**config.mk**
```make
export PLATFORM = sky130hd
export DESIGN_NAME = reg_bus_arbiter
export DESIGN_NICKNAME = d
export VERILOG_FILES = /design/src/rtl/reg_bus_arbiter.sv
export SDC_FILE = /design/constraint.sdc
export NUM_CORES = 1
export LEC_CHECK = 0
export CORE_MARGIN = 2
export CORE_UTILIZATION = 40
export DETAILED_ROUTE_END_ITERATION = 8
export PLACE_DENSITY = 0.74
export SKIP_CTS_REPAIR_TIMING = 1
export SLEW_MARGIN = 10
export SYNTH_ARGS = -nofsm -noshare
export SYNTH_HDL_FRONTEND = slang
export SYNTH_SLANG_ARGS = --single-unit
```
**constraint.sdc**
```tcl
create_clock -name clk -period 1.9 [get_ports clk]
set_input_delay 0.38 -clock clk [delete_from_list [all_inputs] [get_ports clk]]
set_output_delay 0.38 -clock clk [all_outputs]
set_load 0.02 [all_outputs]
```
**src/rtl/reg_bus_arbiter.sv**
```systemverilog
// -----------------------------------------------------------------------------
// reg_bus_arbiter
//   Sequences transfers on the shared, tri-stated internal register bus and
//   shares that bus between several requesters with round-robin arbitration.
//   Each transfer drives one source register onto the bus (DRIVE) and then
//   strobes the load lines of a set of destination registers (LOAD). At most
//   one output enable is ever active, so the bus never sees contention.
//
// Ports:
//   clk   in   1          rising-edge clock
//   rst   in   1          asynchronous active-high reset
//   req   in   NREQ       per-requester transfer request (level)
//   src   in   NREQ*SW    per-requester source index, requester i at [i*SW +: SW]
//   dst   in   NREQ*NREG  per-requester load mask, requester i at [i*NREG +: NREG]
//   oe    out  NREG       register output enables (one-hot or zero)
//   load  out  NREG       register load strobes
//   gnt   out  NREQ       one-hot bus owner during DRIVE/LOAD
//   done  out  NREQ       one-cycle completion pulse to the owner
//   err   out  1          pulses with done when the captured src is out of range
//   busy  out  1          high during DRIVE and LOAD
// -----------------------------------------------------------------------------
module reg_bus_arbiter #(
    parameter int NREG = 8,
    parameter int NREQ = 4,
    parameter int SW   = 3
) (
    input  logic                 clk,
    input  logic                 rst,
    input  logic [NREQ-1:0]      req,
    input  logic [NREQ*SW-1:0]   src,
    input  logic [NREQ*NREG-1:0] dst,
    output logic [NREG-1:0]      oe,
    output logic [NREG-1:0]      load,
    output logic [NREQ-1:0]      gnt,
    output logic [NREQ-1:0]      done,
    output logic                 err,
    output logic                 busy
);

    localparam int RW = (NREQ > 1) ? $clog2(NREQ) : 1;
    localparam logic [NREG-1:0] ONE_REG = {{(NREG-1){1'b0}}, 1'b1};
    localparam logic [NREQ-1:0] ONE_REQ = {{(NREQ-1){1'b0}}, 1'b1};

    typedef enum logic [1:0] {
        ST_IDLE  = 2'd0,
        ST_DRIVE = 2'd1,
        ST_LOAD  = 2'd2
    } state_t;

    state_t          r_state;
    logic [RW-1:0]   r_rr;
    logic [RW-1:0]   r_owner;
    logic [SW-1:0]   r_src;
    logic [NREG-1:0] r_dst;
    logic [NREG-1:0] r_oe;
    logic [NREG-1:0] r_load;
    logic [NREQ-1:0] r_gnt;
    logic [NREQ-1:0] r_done;
    logic            r_err;
    logic            r_busy;

    state_t          w_state_nxt;
    logic [RW-1:0]   w_rr_nxt;
    logic [RW-1:0]   w_owner_nxt;
    logic [SW-1:0]   w_src_nxt;
    logic [NREG-1:0] w_dst_nxt;
    logic            w_found;
    logic [RW-1:0]   w_win;
    logic [RW-1:0]   w_idx;
    int              w_sum;
    int              w_inc;
    logic [SW-1:0]   w_sel_src;
    logic [NREG-1:0] w_sel_dst;
    logic            w_src_ok;
    logic [NREG-1:0] w_oe_nxt;
    logic [NREG-1:0] w_load_nxt;
    logic [NREQ-1:0] w_gnt_nxt;
    logic [NREQ-1:0] w_done_nxt;
    logic            w_err_nxt;
    logic            w_busy_nxt;

    // Round-robin search: first set req bit at or above r_rr, wrapping at NREQ.
    always_comb begin
        w_found = 1'b0;
        w_win   = '0;
        w_sum   = 0;
        w_idx   = '0;
        for (int k = 0; k < NREQ; k++) begin
            w_sum = int'(r_rr) + k;
            w_idx = RW'((w_sum >= NREQ) ? (w_sum - NREQ) : w_sum);
            if (!w_found && req[w_idx]) begin
                w_found = 1'b1;
                w_win   = w_idx;
            end else begin
                w_found = w_found;
            end
        end
    end

    // Select the winner's source index and destination mask.
    always_comb begin
        w_sel_src = '0;
        w_sel_dst = '0;
        for (int i = 0; i < NREQ; i++) begin
            if (w_win == RW'(i)) begin
                w_sel_src = src[i*SW +: SW];
                w_sel_dst = dst[i*NREG +: NREG];
            end else begin
                w_sel_src = w_sel_src;
            end
        end
    end

    // Next-state logic; the transfer parameters are frozen at the IDLE->DRIVE edge.
    always_comb begin
        w_state_nxt = r_state;
        w_rr_nxt    = r_rr;
        w_owner_nxt = r_owner;
        w_src_nxt   = r_src;
        w_dst_nxt   = r_dst;
        w_inc       = int'(r_owner) + 1;
        case (r_state)
            ST_IDLE: begin
                if (w_found) begin
                    w_state_nxt = ST_DRIVE;
                    w_owner_nxt = w_win;
                    w_src_nxt   = w_sel_src;
                    w_dst_nxt   = w_sel_dst;
                end else begin
                    w_state_nxt = ST_IDLE;
                end
            end
            ST_DRIVE: begin
                w_state_nxt = ST_LOAD;
            end
            ST_LOAD: begin
                w_rr_nxt    = RW'((w_inc >= NREQ) ? (w_inc - NREQ) : w_inc);
                w_state_nxt = ST_IDLE;
            end
            default: begin
                w_state_nxt = ST_IDLE;
            end
        endcase
    end

    // Output values for the upcoming state, so the outputs themselves are flops.
    always_comb begin
        w_oe_nxt   = '0;
        w_load_nxt = '0;
        w_gnt_nxt  = '0;
        w_done_nxt = '0;
        w_err_nxt  = 1'b0;
        w_busy_nxt = 1'b0;
        w_src_ok   = (int'(w_src_nxt) < NREG);
        case (w_state_nxt)
            ST_DRIVE: begin
                w_gnt_nxt  = ONE_REQ << w_owner_nxt;
                w_busy_nxt = 1'b1;
                w_oe_nxt   = w_src_ok ? (ONE_REG << w_src_nxt) : '0;
            end
            ST_LOAD: begin
                w_gnt_nxt  = ONE_REQ << w_owner_nxt;
                w_busy_nxt = 1'b1;
                w_oe_nxt   = w_src_ok ? (ONE_REG << w_src_nxt) : '0;
                w_load_nxt = w_src_ok ? w_dst_nxt : '0;
                w_done_nxt = ONE_REQ << w_owner_nxt;
                w_err_nxt  = !w_src_ok;
            end
            default: begin
                w_busy_nxt = 1'b0;
            end
        endcase
    end

    // State, captured transfer and registered outputs; reset abandons any transfer.
    always_ff @(posedge clk or posedge rst) begin
        if (rst) begin
            r_state <= ST_IDLE;
            r_rr    <= '0;
            r_owner <= '0;
            r_src   <= '0;
            r_dst   <= '0;
            r_oe    <= '0;
            r_load  <= '0;
            r_gnt   <= '0;
            r_done  <= '0;
            r_err   <= 1'b0;
            r_busy  <= 1'b0;
        end else begin
            r_state <= w_state_nxt;
            r_rr    <= w_rr_nxt;
            r_owner <= w_owner_nxt;
            r_src   <= w_src_nxt;
            r_dst   <= w_dst_nxt;
            r_oe    <= w_oe_nxt;
            r_load  <= w_load_nxt;
            r_gnt   <= w_gnt_nxt;
            r_done  <= w_done_nxt;
            r_err   <= w_err_nxt;
            r_busy  <= w_busy_nxt;
        end
    end

    assign oe   = r_oe;
    assign load = r_load;
    assign gnt  = r_gnt;
    assign done = r_done;
    assign err  = r_err;
    assign busy = r_busy;

endmodule

```
# --- Word level (Yosys, flattened, before mapping) ---
# Cells that the tools add are included.
# W data, S select, Z words.
word_totals:
  regBits: 42
  latchBits: 0
  ram_bits: 0
  mem_bits_ro: 0
  inputBits: 50
  elab_cells: 88
  n_memories: 0
classes:
  add_sub_neg: 9
  multipliers: 0
  div: 0
  magnitude_cmp: 9
  n_eq_ne: 7
  shifts: 2
  muxes: 42
  bitwise_logic: 0
  reduce_logical: 9
op_table:
  columns: ["cell", "count"]
  rows:
  - ["$mux W8", 8]
  - ["$mux W2", 11]
  - ["$mux W3", 6]
  - ["$ge A3 B3 Y1 const B", 4]
  - ["$lt A2 B3 Y1 const B", 4]
  - ["$mux W1", 10]
  - ["$sub A2 B1 Y2 const B", 5]
  - ["$bmux W1 S2", 4]
  - ["$eq A2 B2 Y1 const B", 4]
  - ["$mux W4", 2]
  - ["$shl A1 B3 Y8 const A", 1]
  - ["$add A2 B1 Y3 const B", 2]
  - ["$add A2 B2 Y3 const B", 2]
  - ["$eq A2 B1 Y1 const B", 3]
  - ["$logic_not A2 Y1", 2]
  - ["$pmux W2 S2", 1]
  - ["$shl A1 B2 Y4 const A", 1]
  - ["$ge A2 B3 Y1 const B", 1]
  - ["$logic_and A1 B1 Y1", 3]
  - ["$logic_not A1 Y1", 3]
  - ["$reduce_or A2 Y1", 1]

# --- Logic depth before layout (Yosys ltp) ---
# Gate-level depths: netlist (run 1).
logic_depth:
  ltp_word: 23
  depth_mapped: 8

# --- Worst setup path after synthesis (run 1) ---
# No wires, ideal clock.
synth_path:
  path_kind: "input-to-reg"
  from: "in req[3]"
  to: "reg r_oe[0] (netlist: oe[0])"
  t_arrival_ns: 1.645
  required_ns: 1.758
  setup_slack_ns: 0.112
  path_stages: 7
  n_path_buf: 1
  path_cell_list: "inv_1 a22o_1 a221oi_2 buf_4 nor2_1 a222oi_1 nor3_1"
synth_via:
  elab_chain_len: 21
  elab_cells_between_ends: 39
synth_rtl:
  columns: ["item", "line", "rtl"]
  rows:
  - ["start, declared", "29", "input logic [NREQ-1:0] req,"]
  - ["$bmux W1 S2", "91", "if (!w_found && req[w_idx]) begin"]
  - ["$mux W1 (implied by the code)", "91", null]
  - ["$mux W1", "91", null]
  - ["$logic_not A1 Y1", "91", null]
  - ["$logic_and A1 B1 Y1", "91", null]
  - ["$mux W1", "91", null]
  - ["$logic_not A1 Y1", "91", null]
  - ["$logic_and A1 B1 Y1", "91", null]
  - ["[3 not listed]", null, null]
  - ["$mux W2", "91", null]
  - ["$logic_not A2 Y1", "105", "if (w_win == RW'(i)) begin"]
  - ["$mux W3 (4 in a row)", "105", null]
  - ["$mux W3", "124", "if (w_found) begin"]
  - ["$mux W3", "122", "case (r_state)"]
  - ["$shl A1 B3 Y8", "159, 164", null]
  - ["$mux W8 (*)", null, null]
  - ["via w_oe_nxt[0]", "75", "logic [NREG-1:0] w_oe_nxt;"]
  - ["end signal, assigned", "195", "r_oe <= w_oe_nxt;"]
  - ["end, declared", "55", "logic [NREG-1:0] r_oe;"]
# The timed path passes the listed nets; every way through them passes the cells marked *. The select of a mux whose other input is x is not followed.
# A chain may end at the register's enable or synchronous reset.

# --- Worst setup path in the final report (run 1) ---
layout_path:
  from: "reg r_rr[1]"
  to: "reg r_oe[4] (netlist: oe[4])"
layout_via:
  elab_chain_len: 23
  elab_cells_between_ends: 54
layout_rtl:
  columns: ["item", "line", "rtl"]
  rows:
  - ["start, declared", "51", "logic [RW-1:0] r_rr;"]
  - ["start signal, assigned", "191", "r_rr <= w_rr_nxt;"]
  - ["parallel branches: the longest is 19 deep, another holds $add A2 B1 Y3", null, null]
  - ["$mux W3 (*)", "124", null]
  - ["$mux W3 (*)", "122", null]
  - ["via w_src_nxt[0]", "65", "logic [SW-1:0] w_src_nxt;"]
  - ["$shl A1 B3 Y8 (*)", "159, 164", null]
  - ["$mux W8 (*)", null, null]
  - ["via w_oe_nxt[4]", "75", null]
# Mark *: on every way through the listed nets, which the timed path passes. The select of a mux whose other input is x is not followed.

==> results of run 1 <==
-- stage by stage --
step | TNS [ps] | instance area, um2
after CTS | -2894 | 2920
final | 0 | 3042
after global placement | -9589 | 2841
after floorplan | 0 | 1942
after global routing | -527.8 | 3042
after detailed placement | -10710 | 2841
-- kinds of logic after synthesis --
family | count (synthesis)
simple gates | 51
flops | 42
mux | 32
compound gates | 22
buf+inv | 17
xor+xnor | 1
other cells | 1
-- cells in the mapped netlist (2+ instances only) --
library cell	instances
sky130_fd_sc_hd__nor2_1	5
sky130_fd_sc_hd__buf_4	2
sky130_fd_sc_hd__nand2_1	15
sky130_fd_sc_hd__inv_1	7
sky130_fd_sc_hd__o21ai_1	8
sky130_fd_sc_hd__and3b_1	8
sky130_fd_sc_hd__and3_1	2
sky130_fd_sc_hd__mux2_2	9
sky130_fd_sc_hd__o21ai_0	2
sky130_fd_sc_hd__clkbuf_1	4
sky130_fd_sc_hd__dfrtp_1	42
sky130_fd_sc_hd__a21oi_1	2
sky130_fd_sc_hd__o221a_2	3
sky130_fd_sc_hd__mux2i_1	23
sky130_fd_sc_hd__nor3_1	8
sky130_fd_sc_hd__inv_2	2
sky130_fd_sc_hd__nand2b_1	5
-- power groups by stage --
| stage | Sequential (mW) | Clock, mW | Combinational, mW |
|---|---|---|---|
| 2_1_floorplan | 1.66 | 0 | 1.19 |
| 3_3_place_gp | 1.42 | 0 | 2.35 |
| 3_5_place_dp | 1.43 | 0 | 2.38 |
| 4_1_cts | 1.41 | 0.538 | 2.39 |
| 5_1_grt | 1.44 | 0.579 | 2.86 |
| 6_report | 1.41 | 0.527 | 2.66 |
-- worst min-delay path by stage --
stage,startpoint,to,slack (ps),depth (start not counted)
after floorplan,r_dst[0],r_dst[0],450,2
after global placement,r_dst[0],r_dst[0],460,2
after detailed placement,r_dst[0],r_dst[0],470,2
after CTS,r_dst[0],r_dst[0],490,2
after global routing,r_owner[1],done[0],500,1
final,r_owner[1],done[0],480,1
-- critical path: cells and delay by family (launching register included) --
family / cells / cell delay [ps]
buffers and inverters: 2 / 240
AOI/OAI and AO/OA: 4 / 750
DFF: 1 / 390
muxes: 1 / 240
and+or+nand+nor: 1 / 180
-- layout make-up --
cell class | instances | area, um2 | share of cell area, %
repair buffers | 96 | 940.9 | 30.93
clock inverters | 2 | 10.01 | 0.3291
clock buffers | 5 | 68.82 | 2.262
well taps | 54 | 67.56 | 2.221
multi-input cells | 107 | 867.1 | 28.51
flip-flops and latches | 42 | 1051 | 34.55
inverters | 9 | 36.28 | 1.193
-- per-layer routing --
layer | track usage [%] | routed length (um) | vias up
met1 | 19.75 | 1847 | 759
met4 | 5.455 | 45 | 0
met3 | 5.487 | 296 | 4
met5 | 0 | 0 | -
met2 | 25.79 | 2390 | 47
li1 | - | - | 769
-- registers in the layout (all words and copies together), names as in the netlist --
register	count
done	4
busy	1
r_src	3
gnt	4
r_state	2
r_dst	8
load	8
r_rr	2
r_owner	2
oe	8
==> impl_metrics.toml, run 1 <==
[clocking]
clock-root-buffer = "sky130_fd_sc_hd__clkbuf_8"
tritoncts = "yes"
path_clk_slew_ps = 80
worstSkewPairLatency_ps = 290
cts_sinks = 42
number_of_buffers_inserted_during_clock_tree_synthesis = 5
clock_tree.buffer_depth = 2
clock_h_tree_levels = 2

[worst_hold_path]
hold_path.class = "reg2reg"

[setup_path]
critical_path.reg2reg.endpoint = "oe[4]"
critPathRequiredTime_ps = 2100
cp-endpoint = "oe[4]"
worst-r2r-setup-slack_ps = 20
timing.critical_path.fanout_max = 5
capturing_element_type_of_the_critical_path = "register"
worst_ep_arrival_time_ps = 2090
crit_type = "reg2reg"
nature_of_the_critical_path_startpoint = "register"
timing.critical_path.slowest_cell_delay_ps = 390
timing.critical_path.cells = "a21oi_2, o21ai_2, a21oi_4, buf_12, mux2i_2, o221a_4, inv_2, nor3_2"
crit_slowest_cell = "sky130_fd_sc_hd__dfrtp_1"
worstReg2RegStart = "r_rr[1]"
ff2ff_path_depth = 8
worst_setup_path_startpoint = "r_rr[1]"

[floorplan]
fp.coreArea_um2 = 4692
design.die.area_um2 = 5428
initial_utilization_pct = 41.39
fp.dieW_um = 73.68
io_pins = 76
fp-row-count = 25
die_height_um = 73.68

[job]
cap_viol_max_count = 0

[global_routing]
grt_antenna_before_repair = 0
global_route_wire_length_before_repair_um = 6417
via_count_of_the_first_global_routing_pass = 1387
overflow = 0
largest_net_degree_at_the_start_of_global_routing = 43
globalRouteTotalUtil_pct = 15.89

[place]
finalWeightedCongestion = 0.8054
pre_cts_slack_ps = -581.3
place.detailed.instances = 303
buffer_ports.inserted = 74
dp_hpwl_um = 3353

[synth]
ff_latch_count_synth = 42
synth.area.mux_share_pct = 17.07
synthesis.area_per_instance_um2 = 11.70
parity_gate_share_of_the_synthesized_area_counting_xor_and_xnor_cells_pct = 0.4510
synth-warning-count = 0
synth_largest_type_area_fraction_pct = 54.12
synth_compound_gate_area_share_pct = 8.763
area_of_the_mapped_netlist_um2 = 1942
synth-edff-count = 0
seq_area_frac_synth_pct = 54.12
yosys.area_share.simple_pct = 14.50
top_flip_flop_cell_by_instance_count_after_synthesis = "sky130_fd_sc_hd__dfrtp_1"
synthCells = 166
synth_top_area_cell = "sky130_fd_sc_hd__dfrtp_1"
ys_async_sr_fraction_pct = 100.0
synth.lib_cells_used.distinct = 36
dominant_combinational_cell_family_by_area_after_synthesis = "multiplexers"
synth_fa_ha_area_share_pct = 0
post_synth_main_area_contributors = "sky130_fd_sc_hd__dfrtp_1 (54%), sky130_fd_sc_hd__mux2i_1 (12%), sky130_fd_sc_hd__mux2_2 (5.2%)"
synth_fp_nets = 216

[cells_and_area]
insertedDiodeCount = 0
fillerInstances = 398
syn_to_final_growth_pct = 56.64
layout_commonest_cell = "sky130_fd_sc_hd__clkdlybuf4s50_1"
layout-drive-gt1-share_pct = 23.75
layout_common_cells = "sky130_fd_sc_hd__clkdlybuf4s50_1 (70), sky130_fd_sc_hd__dfrtp_1 (42), sky130_fd_sc_hd__buf_4 (20)"
final_net_count = 311
fin_cells = 315
final_core_utilization_pct = 64.83

[timing]
timing_hold_violations_final = 0
clock_skew_ps = 4.912
final.hold.worst_slack_ps = 483.3
post-route-period-util_pct = 99.03
setup_viol = 0
timing.final.ws_setup_ps = 18.42
rsz0062_at_grt = "yes"
report.final.slew_viol_count = 0
worst_slew_pin_slew_ps = 519.9
post-route-min-period_ps = 1882
clock.fmax_mhz = 531.5
timing.max_slew.rel_slack_pct = 65.34

[detailed_routing]
route.detailed.drc = 0
vias_per_cell = 5.013
routedWlPerCell_um = 14.54
drtIter0Drc = 82
routed_wirelength_um = 4579
antenna_left = 0
route.vias.total = 1579
detail_route.first_pass.iterations = 4

[power_and_ir_drop]
power.share.switching_pct = 38.15
combinational_power_share_pct = 57.9
clock_power_share_pct = 11.5
cellInternalPower_mw = 2.843
seqPwrFrac_pct = 30.7
power_dens_cells_nw_per_um2 = 1511
power.total_mw = 4.597
total_leakage_power_nw = 1.413
switching_power_mw = 1.754
max_vdd_drop_mv = 0.8265

[outcome]
outcome = "finished clean"
Power figures use the tool's default switching activity.
==> inputs of run 2 (changes only) <==
- SKIP_LAST_GASP: not set -> 1
==> results of run 2 <==
Same layout as run 1: the final DEF is identical, and so are final timing and power.
==> inputs of run 3 (changes only) <==
- ABC_AREA: not set -> 1
- CORE_MARGIN: 2 -> 3
- PLACE_DENSITY: 0.74 -> 0.72
- TNS_END_PERCENT: not set -> 100
==> run 3 against run 2 <==
The flow now finishes with violations (setup timing). Routed wire length grew 41%. Flip-flop and latch count is the same. Clock power grew 35%. Clock skew grew 4.5 ps. First-iteration DRC count grew 18%. Critical endpoint is now r_dst[7]. Largest cell class is now multi-input combinational cells.
==> impl_metrics.toml, run 3 <==
[outcome]
outcome = "finished with violations"
failed_checks = "setup timing"

[floorplan]
initial_utilization_pct = 42.26
die_height_um = 80.39
fp.coreArea_um2 = 5238
fp-row-count = 26
design.die.area_um2 = 6462
io_pins = 76
fp.dieW_um = 80.39

[cells_and_area]
insertedDiodeCount = 0
syn_to_final_growth_pct = 64.10
fin_cells = 472
layout_common_cells = "sky130_fd_sc_hd__clkdlybuf4s50_1 (74), sky130_fd_sc_hd__nand2_1 (66), sky130_fd_sc_hd__dfrtp_1 (40)"
fillerInstances = 413
layout_commonest_cell = "sky130_fd_sc_hd__clkdlybuf4s50_1"
final_net_count = 452
layout-drive-gt1-share_pct = 30.85
layout_cell_area_excl_fill_um2 = 3632
final_core_utilization_pct = 69.35

[clocking]
clock-root-buffer = "sky130_fd_sc_hd__clkbuf_8"
clock_h_tree_levels = 2
tritoncts = "yes"
clock_tree.buffer_depth = 2
path_clk_slew_ps = 70
number_of_buffers_inserted_during_clock_tree_synthesis = 5
cts_sinks = 42
worstSkewPairLatency_ps = 300

[timing]
final.hold.worst_slack_ps = 484.9
post-route-min-period_ps = 2235
final.setup.tns_ps = -7623
worst_slew_pin_slew_ps = 523.0
timing.final.ws_setup_ps = -335.2
post-route-period-util_pct = 117.6
timing_hold_violations_final = 0
rsz0062_at_grt = "yes"
setup_viol = 30
report.final.slew_viol_count = 0
clock_skew_ps = 9.425
clock.fmax_mhz = 447.4
timing.max_slew.rel_slack_pct = 65.14

[job]
cap_viol_max_count = 0

[worst_hold_path]
hold_path.class = "reg2reg"

[synth]
synth_fp_nets = 346
synth-warning-count = 0
synth.lib_cells_used.distinct = 27
synth_top_area_cell = "sky130_fd_sc_hd__dfrtp_1"
synthCells = 296
seq_area_frac_synth_pct = 47.48
synth_commonest_cells = "sky130_fd_sc_hd__nand2_1 (93), sky130_fd_sc_hd__dfrtp_1 (42), sky130_fd_sc_hd__inv_1 (37)"
synth_largest_type_area_fraction_pct = 47.48
area_of_the_mapped_netlist_um2 = 2213
ff_latch_count_synth = 42
synth-edff-count = 0
yosys.cell_count.top_type = "sky130_fd_sc_hd__nand2_1"
synthesis.area_per_instance_um2 = 7.478
ys_async_sr_fraction_pct = 100.0
post_synth_main_area_contributors = "sky130_fd_sc_hd__dfrtp_1 (47%), sky130_fd_sc_hd__nand2_1 (16%), sky130_fd_sc_hd__nand3_1 (7.7%)"
top_flip_flop_cell_by_instance_count_after_synthesis = "sky130_fd_sc_hd__dfrtp_1"

[setup_path]
timing.critical_path.slowest_cell_delay_ps = 490
timing.critical_path.fanout_max = 8
nature_of_the_critical_path_startpoint = "register"
critPathRequiredTime_ps = 2080
worst_path_most_repeated_cell = "sky130_fd_sc_hd__nand2_2"
timing.critical_path.cells = "buf_6, nand2_2, nand2_1, nand2_2, nand2_2, nor2_4, nand4_1, nand2_4, nor2_4, buf_12, buf_4, nand2_4, nand3_2, o22a_1"
crit_slowest_cell = "sky130_fd_sc_hd__dfrtp_2"
worst_ep_arrival_time_ps = 2410
capturing_element_type_of_the_critical_path = "register"
crit_type = "reg2reg"

[detailed_routing]
routedWlPerCell_um = 13.66
antenna_left = 0
detail_route.first_pass.iterations = 5
drtIter0Drc = 97
routed_wirelength_um = 6446
vias_per_cell = 4.828
route.detailed.drc = 0
route.vias.total = 2279

[place]
dpl-instance-area_um2 = 3181
pre_cts_slack_ps = -620.2
buffer_ports.inserted = 74
place.detailed.instances = 455
dp_hpwl_um = 4498
finalWeightedCongestion = 0.7987

[global_routing]
globalRouteTotalUtil_pct = 19.47
largest_net_degree_at_the_start_of_global_routing = 43
overflow = 0
grt_antenna_before_repair = 0
via_count_of_the_first_global_routing_pass = 2132
global_route_wire_length_before_repair_um = 9694

[power_and_ir_drop]
total_leakage_power_nw = 1.825
power_dens_cells_nw_per_um2 = 2188
max_vdd_drop_mv = 1.183
power.total_mw = 7.947
run 3: cell types whose count changed in the layout (fill, tap and decap cells not counted), sizes merged, moves of 5 or more:
cell / delta
and3b: -8
buf: +11
inv: +32
mux2: -9
mux2i: -23
nand2: +90
nand2b: -5
nand3: +35
nor2: +26
nor3: -8
o21ai: +9
run 3: worst max-delay path: cells and delay by family (launching register included):
kind	cells	cell delay, ps
AO/OA/AOI/OAI	1	180
buffers and inverters	3	430
AND/OR/NAND/NOR	10	1010
flip-flops	1	490
run 3: where the power goes:
group / switching (mW) / internal, mW
registers: 0.209 / 1.26
clock network: 0.293 / 0.420
logic: 3.30 / 2.47
total: 3.80 / 4.15
run 3: kinds of logic (layout without fill, tap and decap cells):
family | count (synthesis) | in the layout | share of synthesized area (%)
buffers and inverters | 51 | 156 | 10.34
other | 1 | 1 | 0.1694
AOI/OAI and AO/OA | 25 | 25 | 6.501
xor gates and xnor gates | 1 | 1 | 0.3958
and+or+nand+nor | 176 | 177 | 35.10
DFF | 42 | 42 | 47.48
run 3: layout make-up:
cell class,instances,area [um2],share of cell area [%]
Sequential cell,42,1054,29.00
Multi-Input combinational cell,204,1182,32.55
Tap cell,70,87.58,2.411
Clock inverter,1,30.03,0.8267
Clock buffer,6,82.58,2.274
Timing Repair Buffer,107,1025,28.21
Inverter,42,171.4,4.719
run 3: path summary, 6_finish.rpt:
kind / to / cells past startpoint / slack [ps] / start
max: r_dst[7] / 14 / -340 / r_rr[0]
min: r_dst[2] / 2 / 480 / r_dst[2]
max reg2reg: r_dst[7] / 14 / -340 / r_rr[0]
min reg2reg: r_dst[2] / 2 / 480 / r_dst[2]
max in group asynchronous: r_rr[0] / 3 / 1000 / rst
min in group asynchronous: load[4] / 3 / 500 / rst
run 3: per-layer routing:
| metal | part of all wire, % | up-vias | wire length (um) | global-route usage, % |
|---|---|---|---|---|
| li1 | - | 1124 | - | - |
| met1 | 38 | 1068 | 2430 | 22.29 |
| met2 | 53 | 72 | 3403 | 34.77 |
| met3 | 6.6 | 15 | 424 | 3.587 |
| met4 | 2.9 | 0 | 187 | 9.122 |
| met5 | 0 | - | 0 | 0 |
